`src/rtl/fetch_ctrl.sv`:
```
// fetch_ctrl: instruction-fetch sequencer.
// Owns the fetch PC, drives a req/ack handshake to instruction memory that
// tolerates wait states, applies prioritized redirects (branch/jalr from EX,
// jal from ID), squashes wrong-path fetches in flight and honours StallF.
module fetch_ctrl #(
    parameter logic [31:0] RESET_PC = 32'h0000_0000
) (
    input  logic        CPU_CLK,
    input  logic        CPU_RSTN,
    input  logic        BranchE,
    input  logic [31:0] BranchTarget,
    input  logic        JalrE,
    input  logic [31:0] JalrTarget,
    input  logic        JalD,
    input  logic [31:0] JalTarget,
    input  logic        StallF,
    input  logic        IMemAck,
    output logic        IMemReq,
    output logic [31:0] IMemAddr,
    output logic [31:0] PCF,
    output logic        InstValidF,
    output logic        FlushD,
    output logic        FlushE
);

    // IDLE    : out of reset, no request yet
    // REQ     : request for PCF outstanding, result is on the correct path
    // DISCARD : request for PCF outstanding but wrong-path; PT holds the target
    // HOLD    : instruction fetched but IF/ID stalled; re-request deferred
    typedef enum logic [1:0] {
        S_IDLE,
        S_REQ,
        S_DISCARD,
        S_HOLD
    } state_t;

    state_t      state_q, state_d;
    logic [31:0] pcf_q, pcf_d;
    logic [31:0] pt_q, pt_d;

    logic        redirect;
    logic [31:0] redir_raw;
    logic [31:0] redir_tgt;
    logic [31:0] pc_inc;

    // Redirect selection: branch beats jalr beats jal; targets word-aligned.
    always_comb begin
        redirect = BranchE | JalrE | JalD;
        if (BranchE)
            redir_raw = BranchTarget;
        else if (JalrE)
            redir_raw = JalrTarget;
        else
            redir_raw = JalTarget;
        redir_tgt = {redir_raw[31:2], 2'b00};
    end

    // Sequential PC increment wraps naturally at 2^32.
    assign pc_inc = pcf_q + 32'd4;

    // Pipeline flushes track the redirect sources directly, regardless of state.
    assign FlushD = BranchE | JalrE | JalD;
    assign FlushE = BranchE | JalrE;

    // The request address never changes while a request is in flight.
    assign IMemAddr = pcf_q;
    assign PCF      = pcf_q;

    // Next-state, next-PC, pending-target and handshake outputs.
    always_comb begin
        state_d    = state_q;
        pcf_d      = pcf_q;
        pt_d       = pt_q;
        IMemReq    = 1'b0;
        InstValidF = 1'b0;

        unique case (state_q)
            S_IDLE: begin
                state_d = S_REQ;
            end

            S_REQ: begin
                IMemReq = 1'b1;
                if (IMemAck) begin
                    if (redirect) begin
                        // Returned instruction is wrong-path; fetch target next.
                        pcf_d = redir_tgt;
                    end else if (StallF) begin
                        // IF/ID can't take it; park and re-fetch the same PC later.
                        state_d = S_HOLD;
                    end else begin
                        InstValidF = 1'b1;
                        pcf_d      = pc_inc;
                    end
                end else if (redirect) begin
                    // Cannot withdraw the request; remember where to go after it.
                    pt_d    = redir_tgt;
                    state_d = S_DISCARD;
                end
            end

            S_DISCARD: begin
                IMemReq = 1'b1;
                if (redirect)
                    pt_d = redir_tgt;
                if (IMemAck) begin
                    pcf_d   = redirect ? redir_tgt : pt_q;
                    state_d = S_REQ;
                end
            end

            S_HOLD: begin
                InstValidF = ~StallF & ~redirect;
                if (redirect) begin
                    pcf_d   = redir_tgt;
                    state_d = S_REQ;
                end else if (!StallF) begin
                    pcf_d   = pc_inc;
                    state_d = S_REQ;
                end
            end

            default: begin
                state_d = S_IDLE;
            end
        endcase
    end

    // State, PC and pending-target registers with asynchronous reset.
    always_ff @(posedge CPU_CLK or negedge CPU_RSTN) begin
        if (!CPU_RSTN) begin
            state_q <= S_IDLE;
            pcf_q   <= RESET_PC;
            pt_q    <= 32'h0;
        end else begin
            state_q <= state_d;
            pcf_q   <= pcf_d;
            pt_q    <= pt_d;
        end
    end

endmodule

```
`config.mk`:
```
export PLATFORM = sky130hd
export DESIGN_NAME = fetch_ctrl
export DESIGN_NICKNAME = d
export VERILOG_FILES = /design/src/rtl/fetch_ctrl.sv
export SDC_FILE = /design/constraint.sdc
export NUM_CORES = 1
export LEC_CHECK = 0
export ABC_CLOCK_PERIOD_IN_PS = 5490
export CORE_AREA = 2 2 125 97
export DETAILED_ROUTE_END_ITERATION = 8
export DIE_AREA = 0 0 127 99
export DONT_BUFFER_PORTS = 1
export PLACE_DENSITY = 0.5
export SLEW_MARGIN = 20
export SYNTH_ARGS = -nofsm -noshare
export SYNTH_HDL_FRONTEND = slang
export SYNTH_SLANG_ARGS = --single-unit
```
`constraint.sdc`:
```
create_clock -name CPU_CLK -period 5.49 [get_ports CPU_CLK]
set_clock_uncertainty 0.1 [all_clocks]
set_input_delay 1.098 -clock CPU_CLK [delete_from_list [all_inputs] [get_ports CPU_CLK]]
set_output_delay 1.098 -clock CPU_CLK [all_outputs]
set_load 0.02 [all_outputs]
```
==> results of run 1 <==
## stage by stage
stage / total power [mW] / area (sq um) / util [%]
floorplan: 1.951 / 4428 / -
global placement: 2.009 / 4239 / 37.46
detailed placement: 2.032 / 4239 / 37.46
CTS: 2.629 / 4544 / 40.16
global route: 2.795 / 4547 / 40.18
finish: 2.623 / 4547 / 40.18
## registers in the layout (all words and copies together) (netlist names)
signal    count
IMemAddr     32
pt_q         32
state_q       2
## worst max-delay path by stage
stage,start,slack (ps),endpoint,depth (start not counted)
after detailed placement,JalD,1940,InstValidF,4
after CTS,JalD,1940,InstValidF,4
after floorplan,JalrE,2150,InstValidF,4
after global routing,JalD,1900,InstValidF,4
final,JalD,1950,InstValidF,4
after global placement,JalD,1950,InstValidF,4
## synth_stat cells (3+ instances only)
cell      instances
nor3_1            8
and2_1            5
nor4_1            4
nand3_1          12
or3_1             3
a21oi_1          45
mux2i_1           5
buf_4            32
inv_1             8
mux2_2            3
nand4_1           8
o211ai_1          6
o21ai_0          56
nor3_2            3
xnor2_1           3
o31a_1            3
buf_2             5
a31oi_1          13
clkbuf_1         32
a221oi_1          4
a22oi_1          18
a21o_1            5
nor2b_1          12
a22o_1           34
nand2_1          47
nand3b_1         11
a41oi_1           3
ha_1              4
and3_1           12
dfrtp_1          66
nor2_1           14
## where the power goes
| group | total, mW | switching [mW] | internal (mW) |
|---|---|---|---|
| sequential | 1.31 | 0.610 | 0.701 |
| clock | 0.591 | 0.206 | 0.385 |
| combinational | 0.721 | 0.406 | 0.315 |
## cell families (layout without fill, tap and decap cells)
family,after synthesis,in the layout
AO/OA/AOI/OAI,201,201
XOR/XNOR,5,5
adder cells (fa/ha/maj),4,4
buffers and inverters,80,27
flip-flops,66,66
multiplexers,8,8
AND/OR/NAND/NOR,154,154
## critical path, cell delays in order
cell and delay (ps):
nor3_2 150, buf_4 270, inv_1 230, nor3_1 580
## final cells by class
class                           instances  area share [%]
Tap cell                              144           3.963
Clock buffer                           13           5.944
Inverter                                8          0.6604
Multi-Input combinational cell        372           51.68
Clock inverter                          2          0.7705
Sequential cell                        66           36.32
Timing Repair Buffer                    4          0.6604
## layer usage
layer  vias to the layer above  share of wire, %  global-route usage, %
li1                       1787                 -                      -
met1                      1891                50                  35.21
met2                       179                39                  28.45
met3                        11               9.6                  7.003
met4                         0              0.92                  4.649
met5                         -                 0                      0
==> impl_metrics.env, run 1 <==
export IMPL_final_common_cell="dfrtp_1"
export IMPL_grt_pass1_vias=3488
export IMPL_arrival_ps=2340
export IMPL_critPathMaxFanout=21
export IMPL_maxSlewHeadroom_pct=34.23
export IMPL_end_kind="primary output"
export IMPL_syn_inst=518
export IMPL_crit_required_ps=4290
export IMPL_path_class="in -> out"
export IMPL_rows=34
export IMPL_clock_path_buffers=2
export IMPL_wl_mm=13.84
export IMPL_period_minus_slack_ps=3535
export IMPL_synth_edff_count=0
export IMPL_yosys_area_share_simple_pct=19.33
export IMPL_cts_buffers=9
export IMPL_synth_top_family_by_area="compound AO/OA/AOI/OAI gates"
export IMPL_setup_violations=0
export IMPL_hold_path_class="in -> async"
export IMPL_path_clk_slew_ps=60
export IMPL_syn_area_per_cell_sq_um=8.548
export IMPL_placed_cells=594
export IMPL_fin_cells=609
export IMPL_initial_core_util_pct=39.13
export IMPL_holdBufCountCts=0
export IMPL_fp_dieH_microns=99
export IMPL_synth_top_area_share_pct=37.30
export IMPL_power_leakage_nw=1.874
export IMPL_yosysSeqAreaShare_pct=37.30
export IMPL_ant_nets=0
export IMPL_antenna_found_initial=0
export IMPL_dominantRegCellSynth="dfrtp_1"
export IMPL_whs_ps=356.1
export IMPL_vias=3868
export IMPL_synth_mux_area_share_pct=1.893
export IMPL_insertion_delay_ps=340
export IMPL_pre_cts_ws_ps=1937
export IMPL_ys_top_cells_by_area="dfrtp_1 37%, a22o_1 6.7%, o21ai_0 6.3%, buf_4 5.4%, a21oi_1 5.1%"
export IMPL_dr_pass1_iters=5
export IMPL_synth_area_leader_cell="dfrtp_1"
export IMPL_antenna_cells=0
export IMPL_viasPerCell=6.351
export IMPL_gp_congestion=0.8090
export IMPL_dieWidth_microns=127
export IMPL_grt_pass1_wl_mm=21.23
export IMPL_worstReg2RegEnd="IMemAddr[15]"
export IMPL_die_area_sq_um=12570
export IMPL_synth_nets=625
export IMPL_r2r_cells=7
export IMPL_coreArea_sq_um=11320
export IMPL_powerDensity_nw_per_um2=576.8
export IMPL_cts_setup_buffers=0
export IMPL_status="finished clean"
export IMPL_hold_viol_final=0
export IMPL_drive_gt1_share_pct=8.172
export IMPL_synth_xor_area_share_pct=0.9890
export IMPL_setup_ws_ps=1955
export IMPL_fmax_ghz=0.2829
export IMPL_r2r_start="state_q[0]"
export IMPL_io_buffers=0
export IMPL_htree_num_levels=3
export IMPL_final_nets=568
export IMPL_worst_slew_pin_slew_ps=986.5
export IMPL_final_cell_mix="66 x dfrtp_1, 55 x o21ai_0, 47 x nand2_1"
export IMPL_cts_root_buf="clkbuf_16"
export IMPL_fillers=1144
export IMPL_grt_max_degree=67
export IMPL_wire_per_inst_microns=22.72
export IMPL_cts_resized=0
export IMPL_ios=171
export IMPL_finalSetupTns_ps=0
export IMPL_slew_viol_final=0
export IMPL_grtUsageTotal_pct=22.06
export IMPL_route_detailed_drc=0
export IMPL_cts_tree="built"
export IMPL_place_hpwl_mm=9.874
export IMPL_cts_sinks=66
export IMPL_grt_setup_unrepaired="false"
export IMPL_synth_distinct_cells=58
export IMPL_multiInputGateArea_sq_um=2350
export IMPL_worst_setup_path_start_kind="primary input"
export IMPL_ir_worst_vdd_v=0.0002148
export IMPL_drv_cap=0
export IMPL_synth_ff_latch_count=66
export IMPL_syn_area_sq_um=4428
export IMPL_grt_overflow_total=0
export IMPL_synthArstFlopShare_pct=100.0
export IMPL_ys_warn_count=0
export IMPL_reg2reg_slack_ps=2220
export IMPL_seq_area_sq_um=1652
export IMPL_synthToLayoutAreaGrowth_pct=2.684
export IMPL_synth_adder_area_share_pct=1.130
export IMPL_fin_crit_sh_pct=64.39
export IMPL_synth_compound_area_share_pct=29.56
export IMPL_dr_first_iter_drc_count=367
No activity file was read; power rests on OpenSTA's default activity.
==> run 2, diff against run 1 <==
--- a/config.mk
+++ b/config.mk
@@ -5,12 +5,12 @@
 export SDC_FILE = /design/constraint.sdc
 export NUM_CORES = 1
 export LEC_CHECK = 0
-export ABC_CLOCK_PERIOD_IN_PS = 5490
+export ABC_CLOCK_PERIOD_IN_PS = 3200
 export CORE_AREA = 2 2 125 97
 export DETAILED_ROUTE_END_ITERATION = 8
 export DIE_AREA = 0 0 127 99
 export DONT_BUFFER_PORTS = 1
-export PLACE_DENSITY = 0.5
+export PLACE_DENSITY = 0.52
 export SLEW_MARGIN = 20
 export SYNTH_ARGS = -nofsm -noshare
 export SYNTH_HDL_FRONTEND = slang
==> constraint.sdc (replaced) <==
create_clock -name CPU_CLK -period 3.2 [get_ports CPU_CLK]
set_clock_uncertainty 0.1 [all_clocks]
set_input_delay 0.64 -clock CPU_CLK [delete_from_list [all_inputs] [get_ports CPU_CLK]]
set_output_delay 0.64 -clock CPU_CLK [all_outputs]
set_load 0.02 [all_outputs]
==> run 2 against run 1 <==
  * Worst setup slack lost 1300 ps
  * Total power increased by 86%
  * Combinational power grew to 2.7 times the previous value
==> impl_metrics.env, run 2 (same netlist as run 1, synthesis figures left out) <==
export IMPL_viasPerCell=6.233
export IMPL_setup_ws_ps=644.8
export IMPL_cts_tree="built"
export IMPL_ant_nets=0
export IMPL_critPathMaxStageDelay_ps=590
export IMPL_grt_setup_unrepaired="false"
export IMPL_cts_sinks=66
export IMPL_rows=34
export IMPL_worst_slew_pin_slew_ps=902.5
export IMPL_path_buf_inv=1
export IMPL_worst_setup_path_start_kind="flip-flop"
export IMPL_hold_viol_final=0
export IMPL_slew_viol_final=0
export IMPL_wl_met2_mm=5.424
export IMPL_final_common_cell="dfrtp_1"
export IMPL_ios=171
export IMPL_cts_buffers=9
export IMPL_grt_pass1_wl_mm=21.25
export IMPL_grt_pass1_vias=3661
export IMPL_final_cell_mix="66 x dfrtp_1, 55 x o21ai_0, 47 x nand2_1"
export IMPL_initial_core_util_pct=39.13
export IMPL_setup_violations=0
export IMPL_powerDensity_nw_per_um2=1010
export IMPL_fin_util_pct=42.71
export IMPL_maxUsedRoutingLayer="met4"
export IMPL_cp_top_family="compound AO/OA/AOI/OAI gates"
export IMPL_drt_met1_wl_mm=7.115
export IMPL_maxSlewHeadroom_pct=39.61
export IMPL_gp_congestion=0.8446
export IMPL_cts_resized=0
export IMPL_status="finished clean"
export IMPL_met3_length_mm=1.247
export IMPL_final_nets=598
export IMPL_fmax_ghz=0.3914
export IMPL_grtUsageTotal_pct=21.75
export IMPL_finalSetupTns_ps=0
export IMPL_synthToLayoutAreaGrowth_pct=9.155
export IMPL_route_detailed_drc=0
export IMPL_clock_path_buffers=2
export IMPL_dr_first_iter_drc_count=267
export IMPL_wire_per_inst_microns=21.70
export IMPL_antenna_cells=0
export IMPL_coreArea_sq_um=11320
export IMPL_period_minus_slack_ps=2555
export IMPL_placed_area_sq_um=4457
export IMPL_path_clk_slew_ps=60
export IMPL_io_buffers=0
export IMPL_insertion_delay_ps=330
export IMPL_htree_num_levels=3
export IMPL_power_leakage_nw=2.043
export IMPL_cts_root_buf="clkbuf_16"
export IMPL_holdBufCountCts=1
export IMPL_fin_crit_sh_pct=79.85
export IMPL_critPathMaxFanout=40
export IMPL_pre_cts_ws_ps=635.3
export IMPL_arrival_ps=2670
export IMPL_wl_mm=13.89
export IMPL_place_hpwl_mm=10.15
export IMPL_antenna_found_initial=0
export IMPL_dieWidth_microns=127
export IMPL_drive_gt1_share_pct=13.91
export IMPL_vias=3989
export IMPL_dr_pass1_iters=5
export IMPL_grt_max_degree=67
export IMPL_die_area_sq_um=12570
export IMPL_cts_setup_buffers=0
export IMPL_drv_cap=0
export IMPL_grt_overflow_total=0
export IMPL_fp_dieH_microns=99
export IMPL_fin_area_sq_um=4833
export IMPL_path_class="reg -> reg"
export IMPL_crit_required_ps=3310
export IMPL_hold_path_class="in -> async"
export IMPL_crit_slowest_cell="a311o_2"
export IMPL_whs_ps=82.89
export IMPL_crit_chain="ha_1 > o21ba_2 > a311o_2 > buf_4 > a21o_1 > a22o_1"
export IMPL_ir_worst_vdd_v=0.0003014
export IMPL_end_kind="flip-flop"
run 2: final timing paths:
path,from,end,slack [ps],cells after the start
max in group asynchronous,CPU_RSTN,pt_q[12],2640,1
worst max-delay path,state_q[0],IMemAddr[25],640,6
worst max register to register,state_q[0],IMemAddr[25],640,6
worst min-delay path,CPU_RSTN,IMemAddr[0],80,1
min in group CPU_CLK,pt_q[18],pt_q[18],400,1
worst min register to register,pt_q[18],pt_q[18],400,1
run 2: layer usage:
| layer | track usage [%] | vias up |
|---|---|---|
| li1 | - | 1857 |
| met5 | 0 | - |
| met1 | 34.69 | 1928 |
| met2 | 29.32 | 196 |
| met3 | 5.049 | 8 |
| met4 | 4.903 | 0 |
run 2: stage by stage:
stage	instances	total power [mW]
after floorplan	518	3.347
after global placement	623	3.658
after detailed placement	623	3.693
after CTS	640	4.889
after global routing	640	5.186
final	640	4.882
run 2: cell type report:
class                   instances  area (sq um)
clock buffers                   9         225.2
fillers                      1132          6482
clock inverters                 7         123.9
multi-input cells             372          2347
repair buffers                 34         275.3
well taps                     144         180.2
inverters                       8         30.03
flip-flops and latches         66          1652
run 2: report_power, final:
part | internal [mW] | leakage, nW | switching (mW) | total, mW
logic | 0.709 | 1.06 | 1.23 | 1.94
clock network | 0.767 | 0.167 | 0.387 | 1.15
registers | 1.21 | 0.815 | 0.574 | 1.78
==> run 3, diff against run 2 <==
--- a/config.mk
+++ b/config.mk
@@ -5,7 +5,7 @@
 export SDC_FILE = /design/constraint.sdc
 export NUM_CORES = 1
 export LEC_CHECK = 0
-export ABC_CLOCK_PERIOD_IN_PS = 3200
+export ABC_CLOCK_PERIOD_IN_PS = 2100
 export CORE_AREA = 2 2 125 97
 export DETAILED_ROUTE_END_ITERATION = 8
 export DIE_AREA = 0 0 127 99
==> constraint.sdc (replaced) <==
create_clock -name CPU_CLK -period 2.1 [get_ports CPU_CLK]
set_clock_uncertainty 0.1 [all_clocks]
set_input_delay 0.42 -clock CPU_CLK [delete_from_list [all_inputs] [get_ports CPU_CLK]]
set_output_delay 0.42 -clock CPU_CLK [all_outputs]
set_load 0.02 [all_outputs]
==> run 3 against run 2 <==
  * Wire length decreased by 3.7%
  * The flow now finishes with violations (setup timing)
  * Worst setup slack worse by 670 ps
  * Count of clock-buffer cells in the layout grew 5
  * Via count is 2.2% higher
  * Sequential power grew 33%
==> impl_metrics.env, run 3 (same netlist as run 1, synthesis figures left out) <==
export IMPL_dr_pass1_iters=5
export IMPL_clock_path_buffers=2
export IMPL_worst_setup_path_start_kind="flip-flop"
export IMPL_vias=4075
export IMPL_status="finished, violations left"
export IMPL_path_class="reg -> reg"
export IMPL_antenna_found_initial=0
export IMPL_crit_required_ps=2210
export IMPL_final_nets=631
export IMPL_critPathMaxFanout=6
export IMPL_maxUsedRoutingLayer="met4"
export IMPL_drv_cap=0
export IMPL_powerDensity_nw_per_um2=1506
export IMPL_endpoint="IMemAddr[18]"
export IMPL_fillers=1090
export IMPL_ir_worst_vdd_v=0.0006059
export IMPL_gp_congestion=0.8407
export IMPL_initial_core_util_pct=39.13
export IMPL_arrival_ps=2240
export IMPL_dr_first_iter_drc_count=317
export IMPL_io_buffers=0
export IMPL_cts_buffers=9
export IMPL_fmax_ghz=0.4705
export IMPL_wire_per_inst_microns=19.87
export IMPL_place_hpwl_mm=9.341
export IMPL_cts_root_buf="clkbuf_16"
export IMPL_period_minus_slack_ps=2125
export IMPL_end_kind="flip-flop"
export IMPL_dieWidth_microns=127
export IMPL_cts_tree="built"
export IMPL_power_leakage_nw=2.208
export IMPL_whs_ps=279.0
export IMPL_grt_overflow_total=0
export IMPL_ios=171
export IMPL_cts_sinks=66
export IMPL_drive_gt1_share_pct=21.17
export IMPL_rows=34
export IMPL_insertion_delay_ps=340
export IMPL_hold_viol_final=0
export IMPL_power_mw=7.761
export IMPL_path_clk_slew_ps=50
export IMPL_violations="setup timing"
export IMPL_grt_pass1_wl_mm=20.96
export IMPL_viasPerCell=6.055
export IMPL_grt_setup_unrepaired="true"
export IMPL_coreArea_sq_um=11320
export IMPL_final_cell_mix="64 x dfrtp_1, 59 x buf_4, 51 x o21ai_0"
export IMPL_grt_max_degree=67
export IMPL_reg2reg_slack_ps=-30
export IMPL_drt_met1_wl_mm=6.416
export IMPL_route_detailed_drc=0
export IMPL_fin_crit_sh_pct=101.2
export IMPL_whs_path_depth=3
export IMPL_crit_start="state_q[0]"
export IMPL_r2r_start="state_q[0]"
export IMPL_ant_nets=0
export IMPL_worstReg2RegEnd="IMemAddr[18]"
export IMPL_fp_dieH_microns=99
export IMPL_antenna_cells=0
export IMPL_fin_area_sq_um=5155
export IMPL_fin_util_pct=45.56
export IMPL_final_common_cell="dfrtp_1"
export IMPL_setup_violations=1
export IMPL_maxSlewHeadroom_pct=67.47
export IMPL_grtUsageTotal_pct=21.36
export IMPL_grt_pass1_vias=3883
export IMPL_hold_path_class="in -> reg"
export IMPL_slew_viol_final=0
export IMPL_wl_met2_mm=5.963
export IMPL_wl_mm=13.37
export IMPL_htree_num_levels=3
export IMPL_placed_area_sq_um=4705
export IMPL_setup_ws_ps=-25.29
export IMPL_worst_slew_pin_slew_ps=482.8
export IMPL_met3_length_microns=892
export IMPL_synthToLayoutAreaGrowth_pct=16.42
export IMPL_r2r_cells=7
export IMPL_die_area_sq_um=12570
## run 3: changes by cell type in the layout (fill, tap and decap cells not counted), moves of 3 or more
cell	before	now
buf_4	33	59
buf_6	0	3
clkbuf_1	0	3
ha_1	4	0
o21ai_0	55	51
o21ai_1	1	5
## run 3: where the power goes
part / internal (mW) / switching [mW] / total [mW] / leakage (nW)
registers: 1.86 / 0.511 / 2.37 / 0.813
clock network: 0.983 / 0.541 / 1.52 / 0.147
logic: 1.51 / 2.36 / 3.87 / 1.25
## run 3: worst min-delay path by stage
stage,start,end,slack (ps)
2_1_floorplan,CPU_RSTN,IMemAddr[0],20
3_5_place_dp,CPU_RSTN,pt_q[1],30
6_report,BranchTarget[31],pt_q[31],280
5_1_grt,BranchTarget[29],pt_q[29],310
4_1_cts,BranchTarget[31],pt_q[31],280
3_3_place_gp,CPU_RSTN,IMemAddr[0],30
## run 3: layout make-up
| cell class | count | area (sq um) | share of cell area, % |
|---|---|---|---|
| tap | 144 | 180.2 | 3.495 |
| sequential | 66 | 1654 | 32.09 |
| inverter | 8 | 30.03 | 0.5825 |
| clock buffer | 14 | 264.0 | 5.121 |
| clock inverter | 2 | 35.03 | 0.6796 |
| multi-input combinational | 372 | 2412 | 46.80 |
| timing repair buffer | 67 | 579.3 | 11.24 |
## run 3: critical path, cell delays in order (launching register included)
cell	delay, ps
dfrtp_2	400
inv_2	50
ha_4	160
o21ba_4	210
a311o_2	420
buf_4	160
clkbuf_16	140
o32a_1	340
## run 3: repair_timing
| action | 4_1_cts | 5_1_grt |
|---|---|---|
| hold endpoints to repair | 66 | 0 |
| hold buffers | 2 | 0 |
| resized for setup | 2 | 18 |
| pin swaps | 1 | 4 |
| endpoints found under the setup margin | 5 | 18 |
| cloned | 0 | 1 |
| buffers inserted | 0 | 4 |
## run 3: metrics by stage
| step | cells | setup TNS (ps) | worst slack (ps) |
|---|---|---|---|
| final | 673 | -25.29 | -25.29 |
| after global routing | 673 | -218.3 | -71.44 |
| after CTS | 668 | 0 | 9.235 |
| after detailed placement | 650 | -28.21 | -28.21 |
| after global placement | 650 | -11.65 | -11.65 |
| after floorplan | 518 | 0 | 1.919 |
## run 3: per-layer routing
| layer | vias to the layer above | track usage, % |
|---|---|---|
| met2 | 143 | 32.26 |
| met4 | 0 | 4.480 |
| li1 | 1915 | - |
| met1 | 2006 | 30.92 |
| met3 | 11 | 5.646 |
| met5 | - | 0 |
